### config.mk
export PLATFORM = sky130hd
export DESIGN_NAME = dm_cache_flat
export DESIGN_NICKNAME = d
export VERILOG_FILES = /design/src/rtl/dm_cache_pkg.sv /design/src/rtl/dm_cache_if.sv /design/src/rtl/dm_cache_line_array.sv /design/src/rtl/dm_cache.sv /design/src/flat_wrapper.sv
export SDC_FILE = /design/constraint.sdc
export NUM_CORES = 2
export LEC_CHECK = 0
export CAP_MARGIN = 20
export CORE_UTILIZATION = 25
export CTS_CLUSTER_DIAMETER = 150
export DETAILED_ROUTE_END_ITERATION = 10
export PLACE_DENSITY_LB_ADDON = 0.25
export SYNTH_ARGS = -nofsm -noshare
export SYNTH_HDL_FRONTEND = slang
export SYNTH_SLANG_ARGS = --single-unit
### constraint.sdc
create_clock -name clk -period 4.8 [get_ports clk]
set_input_delay 0.72 -clock clk [delete_from_list [all_inputs] [get_ports clk]]
set_output_delay 0.72 -clock clk [all_outputs]
set_load 0.03 [all_outputs]
### src/rtl/dm_cache_pkg.sv
// Shared types and geometry for the direct-mapped write-back cache.
package cache_pkg;
  typedef enum logic [1:0] {IDLE, WRITEBACK, ALLOCATE} state_e;

  localparam int WORDS_PER_BLOCK = 4;
  localparam int OFFSET_W        = 2;
  localparam int WORD_W          = 32;
  localparam int BLOCK_W         = WORDS_PER_BLOCK * WORD_W;
  localparam int ADDR_W          = 30;
  localparam int MEM_ADDR_W      = ADDR_W - OFFSET_W;
endpackage

### src/rtl/dm_cache_if.sv
// Processor-side and memory-side bus of one cache instance.
interface dm_cache_if;
  import cache_pkg::*;

  logic [ADDR_W-1:0]     proc_addr;
  logic                  proc_ren;
  logic                  proc_wen;
  logic [WORD_W-1:0]     proc_wdata;
  logic [WORD_W-1:0]     proc_rdata;
  logic                  proc_stall;
  logic [MEM_ADDR_W-1:0] mem_addr;
  logic                  mem_read;
  logic                  mem_write;
  logic [BLOCK_W-1:0]    mem_wdata;
  logic [BLOCK_W-1:0]    mem_rdata;
  logic                  mem_ready;

  // slave: the cache itself; master: processor plus memory around it
  modport slave (
    input  proc_addr, proc_ren, proc_wen, proc_wdata, mem_rdata, mem_ready,
    output proc_rdata, proc_stall, mem_addr, mem_read, mem_write, mem_wdata
  );
  modport master (
    output proc_addr, proc_ren, proc_wen, proc_wdata, mem_rdata, mem_ready,
    input  proc_rdata, proc_stall, mem_addr, mem_read, mem_write, mem_wdata
  );
endinterface

### src/rtl/dm_cache_line_array.sv
// Valid/dirty/tag/data storage: async read, sync fill or single-word write.
module cache_line_array
  import cache_pkg::*;
#(
  parameter int INDEX_W = 3,
  parameter int TAG_W   = 28 - INDEX_W
) (
  input  logic                clk,
  input  logic                rst_n,
  input  logic [INDEX_W-1:0]  i_idx,
  output logic                o_valid,
  output logic                o_dirty,
  output logic [TAG_W-1:0]    o_tag,
  output logic [BLOCK_W-1:0]  o_data,
  input  logic                i_fill,
  input  logic [TAG_W-1:0]    i_fill_tag,
  input  logic [BLOCK_W-1:0]  i_fill_data,
  input  logic                i_wr_word,
  input  logic [OFFSET_W-1:0] i_wr_off,
  input  logic [WORD_W-1:0]   i_wr_data
);
  localparam int NBLK = 1 << INDEX_W;

  logic [NBLK-1:0]                             r_valid;
  logic [NBLK-1:0]                             r_dirty;
  logic [NBLK-1:0][TAG_W-1:0]                  r_tag;
  logic [NBLK-1:0][WORDS_PER_BLOCK-1:0][WORD_W-1:0] r_data;

  assign o_valid = r_valid[i_idx];
  assign o_dirty = r_dirty[i_idx];
  assign o_tag   = r_tag[i_idx];
  assign o_data  = r_data[i_idx];

  always_ff @(posedge clk or negedge rst_n) begin
    if (!rst_n) begin
      r_valid <= '0;
      r_dirty <= '0;
    end else if (i_fill) begin
      r_valid[i_idx] <= 1'b1;
      r_dirty[i_idx] <= 1'b0;
    end else if (i_wr_word) begin
      r_dirty[i_idx] <= 1'b1;
    end
  end

  // Payload is left unreset; valid gates any use of it.
  always_ff @(posedge clk) begin
    if (i_fill) begin
      r_tag[i_idx]  <= i_fill_tag;
      r_data[i_idx] <= i_fill_data;
    end else if (i_wr_word) begin
      r_data[i_idx][i_wr_off] <= i_wr_data;
    end
  end
endmodule

### src/rtl/dm_cache.sv
// Direct-mapped write-back/write-allocate cache: FSM, hit compare, output muxing.
module dm_cache
  import cache_pkg::*;
#(
  parameter int INDEX_W = 3
) (
  input  logic       clk,
  input  logic       rst_n,
  dm_cache_if.slave  bus
);
  localparam int TAG_W = 28 - INDEX_W;

  state_e r_state, w_next;

  logic [INDEX_W-1:0]  w_idx;
  logic [TAG_W-1:0]    w_tag;
  logic [OFFSET_W-1:0] w_off;
  logic                w_req, w_hit;
  logic                w_lvalid, w_ldirty;
  logic [TAG_W-1:0]    w_ltag;
  logic [BLOCK_W-1:0]  w_ldata;
  logic                w_fill, w_wr_word;

  assign w_off = bus.proc_addr[OFFSET_W-1:0];
  assign w_idx = bus.proc_addr[INDEX_W+OFFSET_W-1:OFFSET_W];
  assign w_tag = bus.proc_addr[ADDR_W-1:INDEX_W+OFFSET_W];
  assign w_req = bus.proc_ren | bus.proc_wen;
  assign w_hit = w_lvalid && (w_ltag == w_tag);

  // A write-miss merges its word on the IDLE hit that follows the fill.
  assign w_fill    = (r_state == ALLOCATE) && bus.mem_ready;
  assign w_wr_word = (r_state == IDLE) && bus.proc_wen && w_hit;

  cache_line_array #(.INDEX_W(INDEX_W), .TAG_W(TAG_W)) u_lines (
    .clk         (clk),
    .rst_n       (rst_n),
    .i_idx       (w_idx),
    .o_valid     (w_lvalid),
    .o_dirty     (w_ldirty),
    .o_tag       (w_ltag),
    .o_data      (w_ldata),
    .i_fill      (w_fill),
    .i_fill_tag  (w_tag),
    .i_fill_data (bus.mem_rdata),
    .i_wr_word   (w_wr_word),
    .i_wr_off    (w_off),
    .i_wr_data   (bus.proc_wdata)
  );

  always_ff @(posedge clk or negedge rst_n) begin
    if (!rst_n) r_state <= IDLE;
    else        r_state <= w_next;
  end

  always_comb begin
    w_next = r_state;
    unique case (r_state)
      IDLE:      if (w_req && !w_hit) w_next = (w_lvalid && w_ldirty) ? WRITEBACK : ALLOCATE;
      WRITEBACK: if (bus.mem_ready) w_next = ALLOCATE;
      ALLOCATE:  if (bus.mem_ready) w_next = IDLE;
      default:   w_next = IDLE;
    endcase
  end

  always_comb begin
    bus.proc_stall = 1'b0;
    bus.proc_rdata = '0;
    bus.mem_read   = 1'b0;
    bus.mem_write  = 1'b0;
    bus.mem_addr   = '0;
    bus.mem_wdata  = '0;
    unique case (r_state)
      IDLE: begin
        bus.proc_stall = w_req && !w_hit;
        if (bus.proc_ren && !bus.proc_wen && w_hit)
          bus.proc_rdata = w_ldata[WORD_W*w_off +: WORD_W];
      end
      WRITEBACK: begin
        bus.proc_stall = 1'b1;
        bus.mem_write  = 1'b1;
        bus.mem_addr   = {w_ltag, w_idx};
        bus.mem_wdata  = w_ldata;
      end
      ALLOCATE: begin
        bus.proc_stall = 1'b1;
        bus.mem_read   = 1'b1;
        bus.mem_addr   = bus.proc_addr[ADDR_W-1:OFFSET_W];
      end
      default: bus.proc_stall = 1'b1;
    endcase
  end
endmodule

### src/flat_wrapper.sv
// flat-port wrapper written by rule: the top's interface ports become plain ports
module dm_cache_flat import cache_pkg::*;
#(
  parameter int INDEX_W = 3
)
  (clk, rst_n, bus_proc_addr, bus_proc_ren, bus_proc_wen, bus_proc_wdata, bus_mem_rdata, bus_mem_ready, bus_proc_rdata, bus_proc_stall, bus_mem_addr, bus_mem_read, bus_mem_write, bus_mem_wdata);
  dm_cache_if bus_i ();
  input  logic clk;
  input  logic rst_n;
  input wire logic [$bits(bus_i.proc_addr)-1:0] bus_proc_addr;
  input wire logic [$bits(bus_i.proc_ren)-1:0] bus_proc_ren;
  input wire logic [$bits(bus_i.proc_wen)-1:0] bus_proc_wen;
  input wire logic [$bits(bus_i.proc_wdata)-1:0] bus_proc_wdata;
  input wire logic [$bits(bus_i.mem_rdata)-1:0] bus_mem_rdata;
  input wire logic [$bits(bus_i.mem_ready)-1:0] bus_mem_ready;
  output wire logic [$bits(bus_i.proc_rdata)-1:0] bus_proc_rdata;
  output wire logic [$bits(bus_i.proc_stall)-1:0] bus_proc_stall;
  output wire logic [$bits(bus_i.mem_addr)-1:0] bus_mem_addr;
  output wire logic [$bits(bus_i.mem_read)-1:0] bus_mem_read;
  output wire logic [$bits(bus_i.mem_write)-1:0] bus_mem_write;
  output wire logic [$bits(bus_i.mem_wdata)-1:0] bus_mem_wdata;
  assign bus_i.proc_addr = bus_proc_addr;
  assign bus_i.proc_ren = bus_proc_ren;
  assign bus_i.proc_wen = bus_proc_wen;
  assign bus_i.proc_wdata = bus_proc_wdata;
  assign bus_i.mem_rdata = bus_mem_rdata;
  assign bus_i.mem_ready = bus_mem_ready;
  assign bus_proc_rdata = bus_i.proc_rdata;
  assign bus_proc_stall = bus_i.proc_stall;
  assign bus_mem_addr = bus_i.mem_addr;
  assign bus_mem_read = bus_i.mem_read;
  assign bus_mem_write = bus_i.mem_write;
  assign bus_mem_wdata = bus_i.mem_wdata;
  dm_cache #(.INDEX_W(INDEX_W)) u_core (.clk(clk), .rst_n(rst_n), .bus(bus_i));
endmodule
Word-level counts from Yosys, hierarchy flattened
Cells that the tools add are included.

storage, ports and cells
  input port bits = 195
  bits in registers = 1242
  logic and storage cells = 111
  output and inout bits = 191

operators by class
  eq/ne operators = 6
  shifts and indexed selects = 1
  bitwise logic cells = 5
  magnitude comparators = 4
  reductions and logical operators = 15
  multiplexer cells = 37

operators by type and width
  kind                  number
  $bwmux W1024          2
  $mux W1024            2
  $demux W128 S3        2
  $mux W128             4
  $bmux W128 S3         1
  $bwmux W200           1
  $shiftx A128 B8 Y32   1
  $mux W32              3
  $bmux W25 S3          1
  $demux W25 S3         1
  $demux W32 S2         1
  $pmux W28 S2          1
  $mux W25              2
  $eq A25 B25 Y1        1
  $mux W8               2
  $or A8 B8 Y8          2
  $logic_and A1 B1 Y1   10
  $and A8 B8 Y8         1
  $mux W2               4
  $not A8 Y8            1
  $bmux W1 S3           2
  $mux W1               6
  $ne A2 B2 Y1 const B  3
  $pmux W2 S3           1
  12 further kinds      13

Logic depth before layout (Yosys ltp)
  depth after elaboration = 9
  gate-level depth with buffers = 14

Modules after synthesis
From an unflattened synthesis, not the netlist that was laid out.

unflattened totals
  cell total of the unflattened synthesis = 4302
  area total of the unflattened synthesis = 62643.8 um^2

modules (own cells, without submodules)
  module            area each (um^2)  times used  cells an instance  seq. area each (um^2)
  cache_line_array  59692.2           1           3970               37155.6
  dm_cache          2951.6            1           332                50.0

Worst setup path after synthesis
Ideal clock, no wire load.

  kind = in2reg
  from = input bus_proc_addr[2]
  to = register u_core.u_lines.r_data[128] (netlist name) (enable)
  data required time = 4330 ps
  cell stages on the path = 11
  setup time = 470 ps
  arrival = 5293 ps
  path buffers = 3
  path slack = -963 ps
  cell sequence = buf_4 > buf_2 > mux2_2 > o22ai_1 > nor3_1 > nor4b_1 > nand4_1 > nor4_2 > nand2_2 > buf_6 > o31ai_1

between the ends
  cells in the longest elaborated chain, start to end = 6
  elaborated cells on any way between the ends = 8
  those cells by class = 1 x eq/ne; 4 x mux; 3 x reduce/logical

ends and longest elaborated chain
  element                                  RTL line                   text
  start: declaration                       flat_wrapper.sv:10         input wire logic [$bits(bus_i.proc_addr)-1:0] bus_proc_addr;
  $bmux W25 S3                             dm_cache_line_array.sv:31  assign o_tag = r_tag[i_idx];
  $mux W25 (not written as such)           dm_cache_line_array.sv:31
  $eq A25 B25 Y1                           dm_cache.sv:28             assign w_hit = w_lvalid && (w_ltag == w_tag);
  $logic_and A1 B1 Y1 (*)                  dm_cache.sv:28
  $logic_and A1 B1 Y1 (*)                  dm_cache.sv:32             assign w_wr_word = (r_state == IDLE) && bus.proc_wen && w_hit;
  $reduce_bool A2 Y1 (no source line) (*)  n/a
  end signal: indexed assignment           dm_cache_line_array.sv:50  r_data[i_idx] <= i_fill_data;
  end signal: indexed assignment           dm_cache_line_array.sv:52  r_data[i_idx][i_wr_off] <= i_wr_data;
  end: declaration                         dm_cache_line_array.sv:27  logic [NBLK-1:0][WORDS_PER_BLOCK-1:0][WORD_W-1:0] r_data;

Every way passes the cells marked *; elsewhere a longest branch is shown, timed or not. The select of a mux whose other input is x is not followed.
A chain may end at the register's enable or synchronous reset.

Worst setup path in the final report
  from = input bus_proc_addr[2]
  to = output bus_proc_rdata[17]

between the ends
  cells in the longest elaborated chain, start to end = 7
  elaborated cells on any way between the ends = 12
  those cells by class = 1 x eq/ne; 1 x shift; 8 x mux; 2 x reduce/logical

ends and longest elaborated chain
  element                                                RTL line            text
  branches (longest 5 deep; another with $bmux W128 S3)  n/a
  $mux W32 (*)                                           dm_cache.sv:75      if (bus.proc_ren && !bus.proc_wen && w_hit)
  $mux W32 (*)                                           dm_cache.sv:72      unique case (r_state)
  end: declaration                                       flat_wrapper.sv:16  output wire logic [$bits(bus_i.proc_rdata)-1:0] bus_proc_rdata;

Mark *: on every way between the ends. The select of a mux whose other input is x is not followed.

==> metrics.yaml <==
placed_design:
  placedInstanceArea_mm2: 0.0702
  finalWeightedCongestion: 0.824
  io_buffer_count: 385
  placed_cells: 7466
  post-place-ws_ns: -0.185
  place.detailed.hpwl_mm: 169
sta:
  grt_setup_unrepaired: "false"
  period_share: 0.966
  timing.final.crit_period_ns: 4.64
  worstMarginPinSlew_ns: 1.16
  report.final.hold_viol_count: 0
  report.final.slew_viol_count: 0
  worst_hold_slack_ns: 0.423
  maxSlewHeadroom: 0.225
  postLayoutSetupSlackWorst_ns: 0.163
  fmax_ghz: 0.216
  finalSetupViolations: 0
  worst_clock_skew_ns: 0.0421
clocking:
  clock_insertion_delay_worst_skew_ns: 0.80
  clock_net_sink_count: 1242
  cts_h_tree_depth: 4
  ctsRootBufferMaster: "clkbuf_16"
  clk_pin_slew_worst_paths_ns: 0.06
  tritoncts: "built"
  numCtsBuffers: 140
  buffer_levels_on_the_longest_clock_path: 3
worst_setup_path:
  crit_fanout: 35
  highest_delay_cell_along_the_critical_path: "mux2_2"
  critPathKind: "in2out"
  critPathRequiredTime_ns: 4.08
  cp_common_cell: "buf_12"
  end_kind: "primary output"
  cp.arrival_ns: 3.92
  r2r_slack_ns: 0.96
  critPathMaxStageDelay_ns: 0.35
  startpoint_type: "input pin"
  path_cells: "buf_12, buf_12, mux2_2, o22ai_1, nor3_1, nor4b_1, buf_4, nand4_1, nor4_4, buf_4, nand3b_1, buf_12, nor2_1, buf_12"
layout:
  final_net_count: 4656
  synthToLayoutAreaGrowth_pct: 26.3
  postLayoutCoreUtil: 0.317
  final_layout_size_suffix_gt1_frac: 0.204
  seq_area_mm2: 0.0372
  instances_no_fill: 7721
  multi_input_comb_area_mm2: 0.0200
  post-route-cell-area_mm2: 0.0745
  nFillCells: 23099
route:
  wire_per_inst_um: 34.3
  detail_route.iter0.violations: 4928
  drt_pass1_iterations: 6
  antenna_violating_nets_post_route: 0
  num_vias: 43776
  drc_errors: 0
  totalWireLength_mm: 265
  ratio_of_routed_vias_to_standard_cells: 5.67
logic_synthesis:
  synth.net_count: 4455
  netlist.area_leader.share: 0.623
  synth.area.mux_share: 0.0501
  combinational_family_with_the_most_area_after_synthesis: "compound AO/OA/AOI/OAI gates"
  post_synth_fa_ha_maj_area_fraction: 0.000636
  synth.avg_cell_area_um2: 13.9
  synth_common_cells: "edfxtp_1 (1224), a22o_1 (1096), clkbuf_1 (406)"
  synthDominantAreaCellType: "edfxtp_1"
  synth_simple_gate_area_share: 0.0422
  postSynthRegisterBits: 1242
  synthCells: 4257
  synth.distinct_cells: 56
  post_synth_main_area_contributors: "edfxtp_1 (62%), a22o_1 (16%), a22oi_1 (3.3%)"
  post-synth-top-count-cell: "edfxtp_1"
  syn_area_mm2: 0.0590
  synth-main-ff-cell: "edfxtp_1"
  synth-compound-area-share: 0.230
  yosysSeqAreaShare: 0.630
  number_of_synthesized_flops_with_an_enable_pin: 1224
  ys.warnings.count: 0
  synthXorXnorAreaFrac: 0.00178
  async_reset_ff_frac: 0.0145
grt:
  grt.total_usage: 0.217
  global_route_wire_length_before_repair_mm: 362
  via_count_of_the_first_global_routing_pass: 42134
  grt_remaining_overflow: 0
  grt_max_degree: 68
  antenna_found_initial: 51
floorplanning:
  num_rows: 178
  floorplan.initialDensity: 0.251
  top_level_ports: 386
  core_region_area_mm2: 0.235
  die-width_um: 488
  die_height_um: 488
  floorplan.die_area_mm2: 0.238
job:
  max_cap_viol_count: 0
pwr:
  swShare: 0.287
  leakagePower_nw: 23.1
  pwr-share-comb: 0.161
  clockPowerShare: 0.378
  power_density_over_the_cells_mw_per_mm2: 365
  net-switching-power_mw: 7.80
  cell_internal_pwr_mw: 19.4
  sequentialPowerShare: 0.460
  vdd_ir_drop_max_uv: 252
hold_path:
  hold_path_class: "in2async"
outcome:
  run_status: "completed"
[power by group through the flow]
| stage | Combinational [mW] | Sequential (mW) | Clock [mW] |
|---|---|---|---|
| after floorplan | 2.19 | 12.7 | 0 |
| after global placement | 4.35 | 12.7 | 0 |
| after detailed placement | 4.36 | 12.7 | 0 |
| after CTS | 4.37 | 12.5 | 10.4 |
| after global routing | 4.54 | 12.6 | 10.8 |
| final | 4.39 | 12.5 | 10.3 |
[cell families after synthesis]
group,Yosys count
flops,1242
mux,206
xor+xnor,12
simple gates,500
compound gates,1627
buf+inv,667
fa+ha+maj,3
[cell usage in the layout (no fill, tap or decap), types with 31 or more instances in the layout]
cell type / instances
nor2_4: 39
mux4_2: 64
clkbuf_16: 143
clkdlybuf4s50_1: 217
buf_4: 243
nand2_1: 47
a21oi_1: 34
mux2i_1: 67
and3_1: 57
edfxtp_1: 1224
and2_1: 51
nor2_1: 175
buf_12: 246
o31ai_4: 32
clkinv_1: 32
a22o_1: 1096
a22oi_1: 259
o22ai_1: 31
mux2_2: 73
a221oi_1: 107
[worst max-delay path, delay by kind of cell]
family                 cells  cell delay [ns]
AOI/OAI and AO/OA          1             0.26
buffers and inverters      6             1.17
muxes                      1             0.35
and+or+nand+nor            6             1.32
[area by class of cell]
type,count,area share
flip-flops and latches,1242,0.499
multi-input cells,2348,0.269
repair buffers,711,0.121
well taps,3150,0.0529
clock buffers,173,0.0495
clock inverters,71,0.00762
inverters,15,0.00136
diodes,11,0.000369
[path summary, 6_finish.rpt]
kind                       depth (start not counted)                                  start                               endpoint
hold reg to reg                                    1  u_core.u_lines.r_valid[3]$_DFFE_PN0P_  u_core.u_lines.r_valid[3]$_DFFE_PN0P_
setup / recovery                                  14                       bus_proc_addr[2]                     bus_proc_rdata[17]
max in group asynchronous                          1                                  rst_n  u_core.u_lines.r_valid[4]$_DFFE_PN0P_
min in group clk                                   1  u_core.u_lines.r_valid[3]$_DFFE_PN0P_  u_core.u_lines.r_valid[3]$_DFFE_PN0P_
setup reg to reg                                  12    u_core.u_lines.r_tag[101]$_DFFE_PP_   u_core.u_lines.r_data[190]$_DFFE_PP_
hold / removal                                     1                                  rst_n  u_core.u_lines.r_valid[6]$_DFFE_PN0P_
[registers in the layout, summed over array words and instances (netlist names), named ones only]
name	flops
u_core.r_state	2
u_core.u_lines.r_valid	8
u_core.u_lines.r_tag	200
u_core.u_lines.r_data	1024
[what timing repair did]
| item | in CTS | in global routing |
|---|---|---|
| hold buffers | 0 | 0 |
| endpoints found under the hold margin | 0 | 0 |
| resized for setup | 3 | 20 |
| setup buffers | 0 | 0 |
| setup endpoints to repair | 32 | 33 |
| pin swaps | 0 | 1 |
| cloned | 0 | 0 |
[layer usage]
layer  wire, um  vias up  track usage
met5        225        -            0
met3      22800      438       0.0443
met4      10500       36       0.0874
li1           -    17812            -
met2     122000     2443        0.340
met1     110000    23047        0.292
[per-stage QoR]
step,power (mW),setup TNS (ns)
2_1_floorplan,14.9,-819.67
3_3_place_gp,17.1,-76.02
3_5_place_dp,17.1,-59.02
4_1_cts,27.3,0
5_1_grt,27.9,0
6_report,27.2,0
No activity file was read; power rests on OpenSTA's default activity.
